`config.mk`:
```
export PLATFORM = sky130hd
export DESIGN_NAME = stopwatch_bcd
export DESIGN_NICKNAME = d
export VERILOG_FILES = /design/src/rtl/stopwatch_bcd.sv
export SDC_FILE = /design/constraint.sdc
export NUM_CORES = 1
export LEC_CHECK = 0
export BUFFER_PORTS_ARGS = -buffer_cell sky130_fd_sc_hd__buf_2
export CELL_PAD_IN_SITES_DETAIL_PLACEMENT = 2
export CELL_PAD_IN_SITES_GLOBAL_PLACEMENT = 2
export CORE_ASPECT_RATIO = 0.7
export CORE_UTILIZATION = 38
export CTS_BUF_LIST = sky130_fd_sc_hd__clkbuf_16
export DETAILED_ROUTE_END_ITERATION = 10
export GPL_TIMING_DRIVEN = 0
export PLACE_DENSITY_LB_ADDON = 0.1
export SYNTH_ARGS = -nofsm -noshare
export SYNTH_HDL_FRONTEND = slang
export SYNTH_SLANG_ARGS = --single-unit
```
`constraint.sdc`:
```
create_clock -name clk -period 4 [get_ports clk]
set_input_delay 0.2 -clock clk [delete_from_list [all_inputs] [get_ports clk]]
set_output_delay 0.2 -clock clk [all_outputs]
set_load 0.05 [all_outputs]
```
`src/rtl/stopwatch_bcd.sv`:
```
// Stopwatch with BCD time digits M:SS.t, driven by a 10 Hz tick enable.
// Supports start/stop, lap (display freeze while counting continues) and clear.
module stopwatch_bcd #(
    parameter int unsigned MAX_MIN = 9
) (
    input  logic       clk,
    input  logic       reset,
    input  logic       tick,
    input  logic       start_stop,
    input  logic       lap,
    input  logic       clear,
    output logic [3:0] d_tenth,
    output logic [3:0] d_sec_u,
    output logic [3:0] d_sec_t,
    output logic [3:0] d_min,
    output logic       running,
    output logic       lap_active,
    output logic       overflow
);

    localparam logic [3:0] MAX_MIN_D = 4'(MAX_MIN);

    typedef enum logic [1:0] {
        S_IDLE,
        S_RUN,
        S_LAP,
        S_PAUSED
    } state_t;

    state_t     state_q, state_d;
    logic [3:0] tenth_q, tenth_d;
    logic [3:0] sec_u_q, sec_u_d;
    logic [3:0] sec_t_q, sec_t_d;
    logic [3:0] min_q,   min_d;
    logic       overflow_q, overflow_d;
    logic [3:0] disp_tenth_q, disp_tenth_d;
    logic [3:0] disp_sec_u_q, disp_sec_u_d;
    logic [3:0] disp_sec_t_q, disp_sec_t_d;
    logic [3:0] disp_min_q,   disp_min_d;
    logic       running_q, running_d;
    logic       lap_active_q, lap_active_d;

    logic count_en;
    logic do_clear;

    // Counting uses the pre-edge state, so a tick leaving RUN/LAP counts and one entering RUN does not.
    assign count_en = tick && ((state_q == S_RUN) || (state_q == S_LAP));
    assign do_clear = (state_q == S_PAUSED) && clear;

    // Next-state logic: clear has priority over start_stop, which has priority over lap.
    always_comb begin
        state_d = state_q;
        unique case (state_q)
            S_IDLE: begin
                if (start_stop) state_d = S_RUN;
            end
            S_RUN: begin
                if (start_stop)  state_d = S_PAUSED;
                else if (lap)    state_d = S_LAP;
            end
            S_LAP: begin
                if (start_stop)  state_d = S_PAUSED;
                else if (lap)    state_d = S_RUN;
            end
            S_PAUSED: begin
                if (clear)           state_d = S_IDLE;
                else if (start_stop) state_d = S_RUN;
            end
            default: state_d = S_IDLE;
        endcase
        running_d    = (state_d == S_RUN) || (state_d == S_LAP);
        lap_active_d = (state_d == S_LAP);
    end

    // BCD ripple increment of the live count, with wrap/overflow and clear.
    always_comb begin
        tenth_d    = tenth_q;
        sec_u_d    = sec_u_q;
        sec_t_d    = sec_t_q;
        min_d      = min_q;
        overflow_d = overflow_q;
        if (do_clear) begin
            tenth_d    = '0;
            sec_u_d    = '0;
            sec_t_d    = '0;
            min_d      = '0;
            overflow_d = 1'b0;
        end else if (count_en) begin
            if (tenth_q == 4'd9) begin
                tenth_d = '0;
                if (sec_u_q == 4'd9) begin
                    sec_u_d = '0;
                    if (sec_t_q == 4'd5) begin
                        sec_t_d = '0;
                        if (min_q == MAX_MIN_D) begin
                            min_d      = '0;
                            overflow_d = 1'b1;
                        end else begin
                            min_d = min_q + 4'd1;
                        end
                    end else begin
                        sec_t_d = sec_t_q + 4'd1;
                    end
                end else begin
                    sec_u_d = sec_u_q + 4'd1;
                end
            end else begin
                tenth_d = tenth_q + 4'd1;
            end
        end
    end

    // Display tracks the next count except while remaining in LAP, where it holds.
    always_comb begin
        disp_tenth_d = tenth_d;
        disp_sec_u_d = sec_u_d;
        disp_sec_t_d = sec_t_d;
        disp_min_d   = min_d;
        if ((state_q == S_LAP) && (state_d == S_LAP)) begin
            disp_tenth_d = disp_tenth_q;
            disp_sec_u_d = disp_sec_u_q;
            disp_sec_t_d = disp_sec_t_q;
            disp_min_d   = disp_min_q;
        end
    end

    // State, count and display registers with asynchronous reset.
    always_ff @(posedge clk or posedge reset) begin
        if (reset) begin
            state_q      <= S_IDLE;
            tenth_q      <= '0;
            sec_u_q      <= '0;
            sec_t_q      <= '0;
            min_q        <= '0;
            overflow_q   <= 1'b0;
            disp_tenth_q <= '0;
            disp_sec_u_q <= '0;
            disp_sec_t_q <= '0;
            disp_min_q   <= '0;
            running_q    <= 1'b0;
            lap_active_q <= 1'b0;
        end else begin
            state_q      <= state_d;
            tenth_q      <= tenth_d;
            sec_u_q      <= sec_u_d;
            sec_t_q      <= sec_t_d;
            min_q        <= min_d;
            overflow_q   <= overflow_d;
            disp_tenth_q <= disp_tenth_d;
            disp_sec_u_q <= disp_sec_u_d;
            disp_sec_t_q <= disp_sec_t_d;
            disp_min_q   <= disp_min_d;
            running_q    <= running_d;
            lap_active_q <= lap_active_d;
        end
    end

    assign d_tenth    = disp_tenth_q;
    assign d_sec_u    = disp_sec_u_q;
    assign d_sec_t    = disp_sec_t_q;
    assign d_min      = disp_min_q;
    assign running    = running_q;
    assign lap_active = lap_active_q;
    assign overflow   = overflow_q;

endmodule

```
### Word level (Yosys, flattened, before mapping)

Index checks and enable logic that the tools add are counted.
W data, S select, Z words.

* $add $sub $neg: 4
* mux-type cells: 31
* equal/unequal tests: 9
* reductions and logical operators: 12

Operators with widths (count)
* $mux W4: 18
* $add A4 B1 Y4 const B: 4
* $eq A4 B4 Y1 const B: 3
* $mux W2: 6
* $reduce_bool A2 Y1: 5
* $pmux W2 S4: 1
* $eq A2 B2 Y1 const B: 3
* $mux W1: 6
* $reduce_and A5 Y1: 1
* $eq A2 B1 Y1 const B: 2
* $eq A4 B3 Y1 const B: 1
* $logic_and A1 B1 Y1: 3
* $logic_not A2 Y1: 1
* $logic_or A1 B1 Y1: 2

* flip-flop bits (word level): 37
* word-level logic and storage cells: 68
* input bits: 6

### Logic depth before layout (Yosys ltp)

* word-level depth: 7
* mapped depth: 11
* mapped depth without buffers: 10

### Worst setup path before layout

Ideal clock, no wire load.

* path type: register to register
* start point: register state_q[0]
* end point: register disp_sec_u_q[1], in the netlist d_sec_u[1]
* path slack: 1.657 ns
* data required time: 3.905 ns
* arrival time: 2.247 ns
* clock period less this slack: 2.343 ns
* stages on the path, launching flop included: 11
* path through: dfrtp_1 -> ha_1 -> nor2b_1 -> a2111oi_0 -> o21a_1 -> ha_1 -> and2_1 -> clkbuf_1 -> clkbuf_1 -> nand2_1 -> o31ai_1

* cells in the longest elaborated chain, start to end: 5

Ends and longest elaborated chain
* start, declared: line 30 `state_t state_q, state_d;`
* start signal, assigned: line 143 `state_q <= state_d;`
* $mux W2 (on tied branches)
* $mux W2 (on tied branches): line 66, 58, 62
* $pmux W2 S4 (*): line 53 `unique case (state_q)`
* $eq A2 B2 Y1 (*)
* via lap_active_d: line 41 `logic lap_active_q, lap_active_d;`
* $logic_and A1 B1 Y1 (*): line 119 `if ((state_q == S_LAP) && (state_d == S_LAP)) begin`
* end signal, assigned: line 150 `disp_sec_u_q <= disp_sec_u_d;`
* end, declared: line 37 `logic [3:0] disp_sec_u_q, disp_sec_u_d;`

Mark *: on every way through the listed nets, which the timed path passes. The rest lies on a longest branch.
A chain may end at the register's enable or synchronous reset.

### Worst setup path after layout

* start point: register state_q[1]
* end point: register disp_tenth_q[0], in the netlist d_tenth[0]

* cells in the longest elaborated chain, start to end: 5

Ends and longest elaborated chain
* $mux W2 (on tied branches)
* $mux W2 (on tied branches): line 66, 58, 62
* $pmux W2 S4 (*): line 53
* $eq A2 B2 Y1 (*)
* via lap_active_d: line 41
* $logic_and A1 B1 Y1 (*): line 119
* end signal, assigned: line 149 `disp_tenth_q <= disp_tenth_d;`
* end, declared: line 36 `logic [3:0] disp_tenth_q, disp_tenth_d;`

Marked as above.

==> flow_summary.yaml <==
floorplanning:
  die-area_sq_um: 5107
  initial_core_util_pct: 40.89
  core_sq_um: 4479
  die_w_um: 84.99
  die-height_um: 60.09
  row_count: 20
  pin_count: 25
placement:
  port-buffer-count: 24
  place_ws_ps: 1028
  place.gp.congestion: 0.7460
  dp_hpwl_um: 3593
critical_path:
  critical_path_class: "reg -> reg"
  cp_cell_sequence: "ha_1, nor2b_1, a2111oi_0, o21a_1, ha_1, and2_1, clkbuf_1, clkbuf_1, nand2_1, o31ai_1"
  crit_fanout: 10
  cp.arrival_ps: 3200
  crit_required_ps: 4170
  endpoint_kind: "flop"
  cp_slowest_cell: "a2111oi_0"
  worstSetupStartpointType: "flop"
  worst-r2r-cell-count: 10
  critPathMaxStageDelay_ps: 500
synth:
  avgSynthCellArea_sq_um: 10.01
  synthTopCellsByArea: "dfrtp_1 51%, ha_1 6.1%, nor2_1 4.7%, o21ai_0 4.1%, nand2_1 3.9%"
  yosys_warnings: 0
  yosysTopAreaCell: "dfrtp_1"
  synth_top_area_share_pct: 50.55
  synth_nets: 198
  yosysSeqAreaShare_pct: 50.55
  syn_area_sq_um: 1832
  ys_seq_elements: 37
  netlist_instances: 183
  synth_cell_types: 38
cells_and_area:
  syn_to_final_growth_pct: 20.70
  regArea_sq_um: 925.9
  antennaDiodeCount: 0
  nets: 230
  drive_gt1_share_pct: 16.67
  final_common_cell: "dfrtp_1"
  fillers: 466
  multi_input_area_sq_um: 844.6
  layout_common_cells: "37 x dfrtp_1, 25 x buf_2, 23 x nor2_1"
worst_hold_path:
  hold_path_class: "in -> async"
grt:
  use_met2_pct: 39.75
  grt_use_met1_pct: 28.34
  gr-usage-all-layers_pct: 22.39
  grt_max_degree: 25
  grt_busiest_layer: "met2"
  grt_pass1_vias: 1639
  grt_first_pass_wirelength_um: 8480
  grt_antenna_before_repair: 0
  grtUsageMet3_pct: 4.834
  grt-ovfl-total: 0
drt:
  via_per_inst: 5.428
  firstDrtPassIters: 4
  drc: 0
  wl_um: 5093
  drt-initial-drc-count: 97
  final_antenna_net_count: 0
  wire_per_inst_um: 18.79
  vias: 1471
pwr:
  powerDensity_nw_per_um2: 696.5
  ir_worst_vdd_mv: 0.2230
  leakage_nw: 1.148
  finalPower_mw: 1.540
timing:
  relSlewSlack_pct: 56.54
  fin_setup_tns_ps: 0
  rsz0062_at_grt: "false"
  fin_ws_ps: 971.5
  hold_viol: 0
  min_period_ps: 3028
  clock_skew_ps: 4.466
  setup-violations-final: 0
  period_share_pct: 75.71
  slew_viol_final: 0
  tightest_slew_ps: 651.2
  whs_ps: 10.16
  fmax_mhz: 330.2
cts:
  cts_hold_buf: 0
  h-tree-depth: 2
  cts.path.max_buffers: 2
  cts_buffers: 5
  clock-sinks: 37
  cts_resized: 0
  clk_latency_ps: 270
  cts_setup_buffers: 0
  clk_pin_slew_ps: 60
  cts-root-buf: "clkbuf_16"
  cts_tree: "yes"
status:
  status: "complete, no violations"
job:
  max_cap_viol_count: 0
-- critical path, delay by kind of cell (launching register included) --
kind                     cells  cell delay (ps)
AND/OR/NAND/NOR              3              400
flip-flops                   1              440
adder cells (fa/ha/maj)      2              410
buffers and inverters        2              880
AO/OA/AOI/OAI                3              770
-- per-stage QoR --
step / utilization (%) / instance area [sq um] / std cells
after floorplan: - / 1832 / 183
after global placement: 45.11 / 2021 / 262
after detailed placement: 45.73 / 2048 / 263
after CTS: 49.36 / 2211 / 271
after global routing: 49.36 / 2211 / 271
final: 49.36 / 2211 / 271
-- cell families (layout without fill, tap and decap cells) --
kind of cell	Yosys count	count (layout)	share of synthesized area, %
flops	37	37	50.55
xor+xnor	4	4	1.913
fa+ha+maj	9	9	6.148
mux	8	8	4.440
compound gates	36	36	12.02
simple gates	73	73	21.58
buf+inv	16	49	3.347
-- worst paths after layout --
check | slack (ps) | from | end
min | 10 | reset | d_sec_u[2]
max in group asynchronous | 3450 | reset | min_q[2]
max reg2reg | 970 | state_q[1] | d_tenth[0]
min reg2reg | 480 | d_sec_u[2] | d_sec_u[2]
min in group clk | 250 | lap | state_q[0]
max | 970 | state_q[1] | d_tenth[0]
-- synthesized netlist by cell type --
library cell and instances:
and3_1 2, xor2_1 3, a41o_1 1, and2_1 2, nand2b_1 3, buf_2 1, nand3_1 4, o211ai_1 1
clkbuf_1 5, nand4_1 3, nand3b_1 2, o31ai_1 4, mux2i_1 7, a2bb2oi_1 1, a22oi_1 1, and4b_1 1
and4bb_2 1, mux2_2 1, and3b_1 2, o21ai_0 15, nand2_1 19, nor2b_1 4, and2b_1 2, nor3b_4 1
nor3_1 1, xnor2_1 1, nand4_4 1, or3_1 1, o2111ai_1 2, o21a_1 1, ha_1 9, a31oi_1 2
inv_1 10, nand4b_1 1, dfrtp_1 37, nor2_1 23, a2111oi_0 1, a21oi_1 7
-- registers in the layout, indices dropped and copies added (netlist names) --
name / count
d_min: 4
d_sec_t: 4
d_sec_u: 4
d_tenth: 4
min_q: 4
sec_t_q: 4
sec_u_q: 4
tenth_q: 4
state_q: 2
lap_active: 1
overflow: 1
running: 1
-- metal layers --
metal  wire length [um]  share of wire (%)  up-vias
met5                  0                  0        -
met1               2399                 47      733
li1                   -                  -      694
met3                142                2.8       12
met2               2485                 49       32
met4                 66                1.3        0
-- area by class of cell --
class | instances | area share [%]
flip-flops and latches | 37 | 41.88
multi-input cells | 130 | 38.20
repair buffers | 25 | 6.678
clock buffers | 5 | 5.659
well taps | 55 | 3.113
clock inverters | 3 | 1.698
inverters | 10 | 1.698
plain buffers | 6 | 1.075
-- power breakdown --
part	internal, mW	total [mW]	switching [mW]
Combinational	0.162	0.555	0.393
Clock	0.289	0.433	0.143
Sequential	0.463	0.552	0.0890
Total	0.914	1.54	0.626
(Power assumes the default switching activity.)
